**config.mk**
```make
export PLATFORM = sky130hd
export DESIGN_NAME = meas_sequencer
export DESIGN_NICKNAME = d
export VERILOG_FILES = /design/src/rtl/meas_sequencer.sv
export SDC_FILE = /design/constraint.sdc
export NUM_CORES = 1
export LEC_CHECK = 0
export ABC_AREA = 1
export CAP_MARGIN = 30
export CORE_MARGIN = 10
export CORE_UTILIZATION = 45
export DETAILED_ROUTE_END_ITERATION = 10
export PLACE_DENSITY_LB_ADDON = 0.2
export SKIP_LAST_GASP = 1
export SYNTH_ARGS = -nofsm -noshare
export SYNTH_HDL_FRONTEND = slang
export SYNTH_SLANG_ARGS = --single-unit
```
**constraint.sdc**
```tcl
create_clock -name clk_ref_in -period 1.7 [get_ports clk_ref_in]
set_clock_uncertainty 0.2 [all_clocks]
set_input_delay 0.255 -clock clk_ref_in [delete_from_list [all_inputs] [get_ports clk_ref_in]]
set_output_delay 0.255 -clock clk_ref_in [all_outputs]
set_load 0.02 [all_outputs]
```
**src/rtl/meas_sequencer.sv**
```systemverilog
// Gated frequency-measurement sequencer: clear, gate, settle, latch, present; optional MEAS_TIMEOUT_EN drops unaccepted results.
// First result_valid_out GATE_CYCLES+SETTLE_CYCLES+3 cycles after start; PRESENT holds until result_ready_in (or timeout).
module meas_sequencer #(
  parameter int unsigned GATE_CYCLES    = 1000000,
  parameter int unsigned SETTLE_CYCLES  = 4,
  parameter int unsigned CNT_W          = 32,
  parameter int unsigned TIMEOUT_CYCLES = 65535
) (
  input  logic             clk_ref_in,
  input  logic             reset_n_in,
  input  logic             start_in,
  output logic             cnt_clear_out,
  output logic             cnt_enable_out,
  input  logic [CNT_W-1:0] cnt_value_in,
  output logic [CNT_W-1:0] result_out,
  output logic             overflow_out,
  output logic             result_valid_out,
  input  logic             result_ready_in,
  output logic             busy_out,
  output logic             dropped_out
);

  localparam int unsigned GATE_W   = $clog2(GATE_CYCLES + 1);
  localparam int unsigned SETTLE_W = $clog2(SETTLE_CYCLES + 1);
  localparam logic [GATE_W-1:0]   GATE_LAST   = GATE_W'(GATE_CYCLES - 1);
  localparam logic [SETTLE_W-1:0] SETTLE_LAST = SETTLE_W'(SETTLE_CYCLES - 1);

  if (GATE_CYCLES < 1) begin : g_bad_gate
    $error("GATE_CYCLES must be >= 1");
  end
  if (SETTLE_CYCLES < 1) begin : g_bad_settle
    $error("SETTLE_CYCLES must be >= 1");
  end
  if (TIMEOUT_CYCLES < 1) begin : g_bad_timeout
    $error("TIMEOUT_CYCLES must be >= 1");
  end

  typedef enum logic [2:0] {
    IDLE,
    CLEAR,
    GATE,
    SETTLE,
    LATCH,
    PRESENT
  } state_t;

  state_t              state;
  logic [GATE_W-1:0]   gate_cnt;
  logic [SETTLE_W-1:0] settle_cnt;

`ifdef MEAS_TIMEOUT_EN
  localparam int unsigned TO_W = $clog2(TIMEOUT_CYCLES + 1);
  localparam logic [TO_W-1:0] TO_LAST = TO_W'(TIMEOUT_CYCLES - 1);
  logic [TO_W-1:0] to_cnt;
`else
  assign dropped_out = 1'b0;
`endif

  always_ff @(posedge clk_ref_in or negedge reset_n_in) begin
    if (!reset_n_in) begin
      state            <= IDLE;
      gate_cnt         <= '0;
      settle_cnt       <= '0;
      cnt_clear_out    <= 1'b0;
      cnt_enable_out   <= 1'b0;
      result_out       <= '0;
      overflow_out     <= 1'b0;
      result_valid_out <= 1'b0;
      busy_out         <= 1'b0;
`ifdef MEAS_TIMEOUT_EN
      to_cnt           <= '0;
      dropped_out      <= 1'b0;
`endif
    end else begin
      cnt_clear_out <= 1'b0;
`ifdef MEAS_TIMEOUT_EN
      dropped_out   <= 1'b0;
`endif
      case (state)
        IDLE: begin
          if (start_in) begin
            state         <= CLEAR;
            cnt_clear_out <= 1'b1;
            busy_out      <= 1'b1;
          end
        end
        CLEAR: begin
          state          <= GATE;
          gate_cnt       <= '0;
          cnt_enable_out <= 1'b1;
        end
        GATE: begin
          if (gate_cnt == GATE_LAST) begin
            state          <= SETTLE;
            gate_cnt       <= '0;
            settle_cnt     <= '0;
            cnt_enable_out <= 1'b0;
          end else begin
            gate_cnt <= gate_cnt + 1'b1;
          end
        end
        SETTLE: begin
          if (settle_cnt == SETTLE_LAST) begin
            state      <= LATCH;
            settle_cnt <= '0;
          end else begin
            settle_cnt <= settle_cnt + 1'b1;
          end
        end
        LATCH: begin
          result_out       <= cnt_value_in;
          overflow_out     <= &cnt_value_in;
          result_valid_out <= 1'b1;
          state            <= PRESENT;
`ifdef MEAS_TIMEOUT_EN
          to_cnt           <= '0;
`endif
        end
        PRESENT: begin
          // A transfer in the final timeout cycle wins over the drop.
          if (result_ready_in) begin
            result_valid_out <= 1'b0;
            if (start_in) begin
              state         <= CLEAR;
              cnt_clear_out <= 1'b1;
            end else begin
              state    <= IDLE;
              busy_out <= 1'b0;
            end
`ifdef MEAS_TIMEOUT_EN
          end else if (to_cnt == TO_LAST) begin
            result_valid_out <= 1'b0;
            dropped_out      <= 1'b1;
            to_cnt           <= '0;
            if (start_in) begin
              state         <= CLEAR;
              cnt_clear_out <= 1'b1;
            end else begin
              state    <= IDLE;
              busy_out <= 1'b0;
            end
          end else begin
            to_cnt <= to_cnt + 1'b1;
`endif
          end
        end
        default: begin
          state            <= IDLE;
          cnt_enable_out   <= 1'b0;
          result_valid_out <= 1'b0;
          busy_out         <= 1'b0;
        end
      endcase
    end
  end

endmodule

```
==> results of run 1 <==
[area by class of cell]
type,instances,area [sq um]
fillers,615,2510
flip-flops and latches,63,1590
multi-input cells,318,1490
repair buffers,90,832
clock buffers,13,149
inverters,34,130
well taps,96,120
clock inverters,3,42.5
[cell usage after synthesis, drive strengths merged]
cell type and instances:
nand2 183, dfrtp 63, nor2 51, inv 34, nand3 32, o21ai 17
nand4 10, buf 8, xor2 6, nand3b 4, a21oi 3, nor3 3
ha 2, o21bai 2, and2 1, conb 1, o22ai 1, o31ai 1
xnor2 1
[cells by family after synthesis]
| kind of cell | after synthesis | share of synthesized area |
|---|---|---|
| buffers and inverters | 42 | 0.0555 |
| xor gates and xnor gates | 7 | 0.0192 |
| AOI/OAI and AO/OA | 24 | 0.0426 |
| and+or+nand+nor | 284 | 0.381 |
| other | 1 | 0.00117 |
| adders and majority gates | 2 | 0.00782 |
| DFF | 63 | 0.493 |
[layer usage]
metal  track usage  part of all wire
met1         0.185              0.42
met2         0.256              0.46
met3        0.0787              0.10
met4        0.0567             0.020
met5             0                 0
[state kept, by name, summed over array words and instances, names as in the netlist]
name and count:
state 3, cnt_enable_out 1, result_out 32, overflow_out 1, gate_cnt 20, cnt_clear_out 1, settle_cnt 3, result_valid_out 1
busy_out 1
[worst max-delay path, cell delays in order, from the launching register on]
cell and delay [ps]:
dfrtp_1 430, ha_4 180, nand2_1 110, nor2_2 170, nand2_2 90, nor2_2 110, nand2_1 80, nand3_1 90
nand2_1 50
[how the worst min path moves through the flow]
stage               slack [ps]             end  cells after the start
global route               270    gate_cnt[16]                      3
detailed placement         100   cnt_clear_out                      2
finish                     250    gate_cnt[16]                      3
global placement            90  cnt_enable_out                      2
floorplan                 -240        busy_out                      0
CTS                        260  result_out[12]                      3
[placed cells by master (no fill, tap or decap), types with 2 or more instances in the layout]
cell	netlist	final
nand2_1	179	177
dfrtp_1	63	55
nor2_1	43	39
dlygate4sd2_1	0	37
clkdlybuf4s50_1	0	34
nand3_1	31	29
inv_1	29	29
buf_4	4	15
o21ai_0	14	14
nor2_2	6	10
nand4_1	10	10
clkbuf_8	0	10
dfrtp_2	0	8
xor2_1	6	6
inv_2	5	4
nand2_2	3	4
nand3b_1	3	3
nand3_2	1	3
clkbuf_1	0	3
a21oi_1	2	2
nor3_2	1	2
nand2_4	1	2
nor2_4	2	2
o21ai_1	2	2
o21bai_1	2	2
buf_12	0	2
[stage by stage]
stage / std cells / setup slack [ps] / power, mW / hold slack [ps] / TNS [ps]
floorplan: 423 / 108 / 4.00 / -241 / 0
global placement: 594 / 87.5 / 5.39 / 95.0 / 0
detailed placement: 594 / -16.5 / 5.47 / 96.9 / -36.2
CTS: 611 / 0.652 / 6.47 / 263 / 0
global route: 617 / -35.5 / 7.02 / 274 / -81.0
finish: 617 / 80.6 / 6.55 / 247 / 0
[power breakdown]
| part | switching (mW) | leakage [nW] | internal (mW) | total [mW] |
|---|---|---|---|---|
| Clock | 0.577 | 0.0936 | 0.717 | 1.29 |
| Sequential | 0.349 | 0.777 | 2.05 | 2.40 |
| Combinational | 1.76 | 1.23 | 1.09 | 2.86 |
[what timing repair did]
action                                  in CTS  in global routing
buffers inserted                             0                  6
hold buffers                                 1                  0
resized for setup                           38                 21
gates cloned                                 0                  0
hold endpoints to repair                    63                  0
pin swaps                                    0                  4
endpoints found under the setup margin      40                 21
==> impl_metrics.env, run 1 <==
export IMPL_critical_path_arrival_ps=1650
export IMPL_viasPerCell=4.90
export IMPL_drv_slew=0
export IMPL_r2r_start="gate_cnt[1]"
export IMPL_antenna_found_initial=0
export IMPL_fp_dieH_um=104
export IMPL_gr_usage_all_layers=0.162
export IMPL_postPlaceCellArea_sq_um=4090
export IMPL_setup_violations=0
export IMPL_synth_cell_types=31
export IMPL_finalHoldViolCount=0
export IMPL_clk_latency_ps=340
export IMPL_irDropWorstVdd_uv=931
export IMPL_crit_path_end_kind="register"
export IMPL_power_density_nw_per_um2=1500
export IMPL_rows=30
export IMPL_wl_per_cell_um=14.2
export IMPL_synth_seq_cells=63
export IMPL_syn_area_per_cell_sq_um=7.57
export IMPL_fmax_mhz=618
export IMPL_design_area_sq_um=4350
export IMPL_place_congestion=0.939
export IMPL_reg2reg_depth=8
export IMPL_synth_cell_area_sq_um=3200
export IMPL_cts_tree="yes"
export IMPL_cts_sinks=63
export IMPL_die_w_um=104
export IMPL_synthesis_nets=461
export IMPL_firstDrtPassIters=4
export IMPL_status="complete, no violations"
export IMPL_grt_max_degree=64
export IMPL_drc_errors=0
export IMPL_wl_um=8750
export IMPL_critPathKind="register to register"
export IMPL_r2r_end="gate_cnt[14]"
export IMPL_htree_levels=3
export IMPL_grt_pass1_wl_um=14700
export IMPL_first_global_vias=3114
export IMPL_fin_nets=554
export IMPL_drive_gt1_frac=0.136
export IMPL_cp_start_kind="register"
export IMPL_fin_crit_ps=1620
export IMPL_hold_class="input port to asynchronous set/reset pin"
export IMPL_synth_top_cell_by_area="dfrtp_1"
export IMPL_yosysTopAreaCellShare=0.493
export IMPL_critPathRequiredTime_ps=1730
export IMPL_io_buffers=72
export IMPL_ys_seq_area_frac=0.493
export IMPL_num_vias=3025
export IMPL_cts_made_buffers=9
export IMPL_cts_buffer_depth=2
export IMPL_antenna_cells=0
export IMPL_yosysWarnings=0
export IMPL_cts_clk_slew_worst_paths_ps=80
export IMPL_hpwl_um=6490
export IMPL_power_leakage_nw=2.10
export IMPL_core_sq_um=6870
export IMPL_endpoint="gate_cnt[14]"
export IMPL_cap_violations=0
export IMPL_crit_start="gate_cnt[1]"
export IMPL_syn_instance_count=423
export IMPL_drtAntennaViolNets=0
export IMPL_area_delta_synth_final_pct=36.0
export IMPL_overflow=0
export IMPL_fin_crit_sh=0.953
export IMPL_ios=74
export IMPL_cts_root_buf="clkbuf_8"
export IMPL_floorplan_initialDensity=0.466
export IMPL_synth_area_leaders="dfrtp_1 (49%), nand2_1 (21%), nor2_1 (5.0%)"
export IMPL_crit_path_max_fanout=4
export IMPL_fin_util=0.634
export IMPL_die_area_sq_um=10900
export IMPL_reg2reg_slack_ps=80
export IMPL_drtIter0Drc=133
Note: power is estimated with default switching activity, not from simulation.
==> inputs of run 2 (changes only) <==
--- a/config.mk
+++ b/config.mk
@@ -8,10 +8,11 @@
 export ABC_AREA = 1
 export CAP_MARGIN = 30
 export CORE_MARGIN = 10
-export CORE_UTILIZATION = 45
+export CORE_UTILIZATION = 50
 export DETAILED_ROUTE_END_ITERATION = 10
 export PLACE_DENSITY_LB_ADDON = 0.2
 export SKIP_LAST_GASP = 1
+export SLEW_MARGIN = 0
 export SYNTH_ARGS = -nofsm -noshare
 export SYNTH_HDL_FRONTEND = slang
 export SYNTH_SLANG_ARGS = --single-unit
==> constraint.sdc (replaced) <==
create_clock -name clk_ref_in -period 1.6 [get_ports clk_ref_in]
set_clock_uncertainty 0.2 [all_clocks]
set_input_delay 0.24 -clock clk_ref_in [delete_from_list [all_inputs] [get_ports clk_ref_in]]
set_output_delay 0.24 -clock clk_ref_in [all_outputs]
set_load 0.02 [all_outputs]
==> run 2 against run 1 <==
  * Core utilization up 10 points
  * Critical path depth down 1
  * Non-clock buffer count up 16
  * Critical endpoint is now gate_cnt[16]
  * Largest power group unchanged
==> impl_metrics.env, run 2 (same netlist as run 1, synthesis figures left out) <==
export IMPL_fin_nets=570
export IMPL_crit_path_max_fanout=8
export IMPL_overflow=0
export IMPL_p_clk_frac=0.211
export IMPL_status="complete, no violations"
export IMPL_fin_crit_sh=0.988
export IMPL_fin_util=0.734
export IMPL_irDropWorstVdd_uv=1080
export IMPL_viasPerCell=5.22
export IMPL_die_w_um=100
export IMPL_clk_latency_ps=340
export IMPL_power_mw=7.62
export IMPL_fin_crit_ps=1580
export IMPL_rsz0062_at_grt="yes"
export IMPL_gr_usage_met2=0.274
export IMPL_power_leakage_nw=2.21
export IMPL_cts_root_buf="clkbuf_8"
export IMPL_rows=29
export IMPL_area_delta_synth_final_pct=43.9
export IMPL_setup_violations=0
export IMPL_htree_levels=3
export IMPL_p_seq_frac=0.339
export IMPL_whs_ps=237
export IMPL_critical_path_arrival_ps=1610
export IMPL_fmax_mhz=633
export IMPL_place_congestion=0.889
export IMPL_p_sw_mw=3.11
export IMPL_io_buffers=72
export IMPL_wl_per_cell_um=14.8
export IMPL_power_density_nw_per_um2=1650
export IMPL_drv_slew=0
export IMPL_die_area_sq_um=10000
export IMPL_firstDrtPassIters=5
export IMPL_grt_max_degree=64
export IMPL_intPower_mw=4.51
export IMPL_cts_sinks=63
export IMPL_reg_top3="result_out x32, gate_cnt x20"
export IMPL_critPathRequiredTime_ps=1630
export IMPL_post_place_ws_ps=-74.9
export IMPL_cts_clk_slew_worst_paths_ps=70
export IMPL_cap_violations=0
export IMPL_drive_gt1_frac=0.201
export IMPL_layout_common_cells="nand2_1 (170), dfrtp_1 (54), dlygate4sd2_1 (37)"
export IMPL_critPathKind="register to register"
export IMPL_antenna_cells=0
export IMPL_p_comb_frac=0.451
export IMPL_hold_class="input port to asynchronous set/reset pin"
export IMPL_num_vias=3208
export IMPL_grt_use_met1=0.214
export IMPL_cts_made_buffers=9
export IMPL_cts_tree="yes"
export IMPL_core_sq_um=6280
export IMPL_regMostFlops="result_out"
export IMPL_gr_usage_all_layers=0.179
export IMPL_ios=74
export IMPL_hpwl_um=6370
export IMPL_antenna_found_initial=0
export IMPL_grt_pass1_wl_um=14700
export IMPL_floorplan_initialDensity=0.510
export IMPL_finalHoldViolCount=0
export IMPL_timing_setup_tns_ps=0
export IMPL_largest_register_ffs=32
export IMPL_crit_path_end_kind="register"
export IMPL_grtUsageMet3=0.0728
export IMPL_cp_start_kind="register"
export IMPL_drtIter0Drc=166
export IMPL_fin_ws_ps=19.5
export IMPL_busiest_layer="met2"
export IMPL_sw_frac_of_total=0.408
export IMPL_final_common_cell="nand2_1"
export IMPL_wl_um=9060
export IMPL_cts_buffer_depth=2
export IMPL_drtAntennaViolNets=0
export IMPL_first_global_vias=3163
export IMPL_drc_errors=0
export IMPL_fp_dieH_um=100
==> run 2: per-layer routing <==
metal	vias up	share of wire
met5	-	0
met4	0	0.027
met3	33	0.092
met2	105	0.46
met1	1514	0.42
li1	1556	-
==> run 2: through the flow <==
step                      cells  area (sq um)
after floorplan             423          3200
after global placement      587          4170
after detailed placement    587          4170
after CTS                   604          4400
after global routing        614          4600
final                       614          4600
==> run 2: path summary, 6_finish.rpt <==
check / from / endpoint / slack (ps) / depth (start not counted)
max in group asynchronous: reset_n_in / gate_cnt[7] / 670 / 3
setup / recovery: gate_cnt[10] / gate_cnt[16] / 20 / 7
setup reg to reg: gate_cnt[10] / gate_cnt[16] / 20 / 7
min in group clk_ref_in: cnt_value_in[10] / result_out[10] / 260 / 3
hold / removal: reset_n_in / cnt_clear_out / 240 / 3
hold reg to reg: result_out[3] / result_out[3] / 280 / 2
==> run 2: worst max-delay path: stages (launching register included) <==
cell and delay, ps:
dfrtp_2 450, nor2_2 120, nand3_1 90, nor2_2 160, nand3_2 120, nand2_4 140
buf_4 130, o21ai_2 50
==> run 2: layout make-up <==
type,instances,area [sq um]
fill,485,1670
sequential,63,1590
multi-input combinational,318,1580
timing repair buffer,106,981
clock buffer,10,138
inverter,34,133
tap,77,96.3
clock inverter,6,92.6
==> run 2: power groups by stage <==
stage / clock network, mW / logic (mW) / registers, mW
after floorplan: 0 / 1.15 / 3.10
after global placement: 0 / 3.38 / 2.53
after detailed placement: 0 / 3.45 / 2.55
after CTS: 1.63 / 3.19 / 2.54
after global routing: 1.69 / 3.78 / 2.65
final: 1.60 / 3.43 / 2.58
==> run 2: what timing repair did <==
| action | in CTS | in global routing |
|---|---|---|
| endpoints found under the hold margin | 63 | 0 |
| hold buffers | 1 | 0 |
| setup endpoints to repair | 51 | 26 |
| pin swaps | 3 | 16 |
| gates resized for setup | 47 | 40 |
| buffers inserted | 0 | 10 |
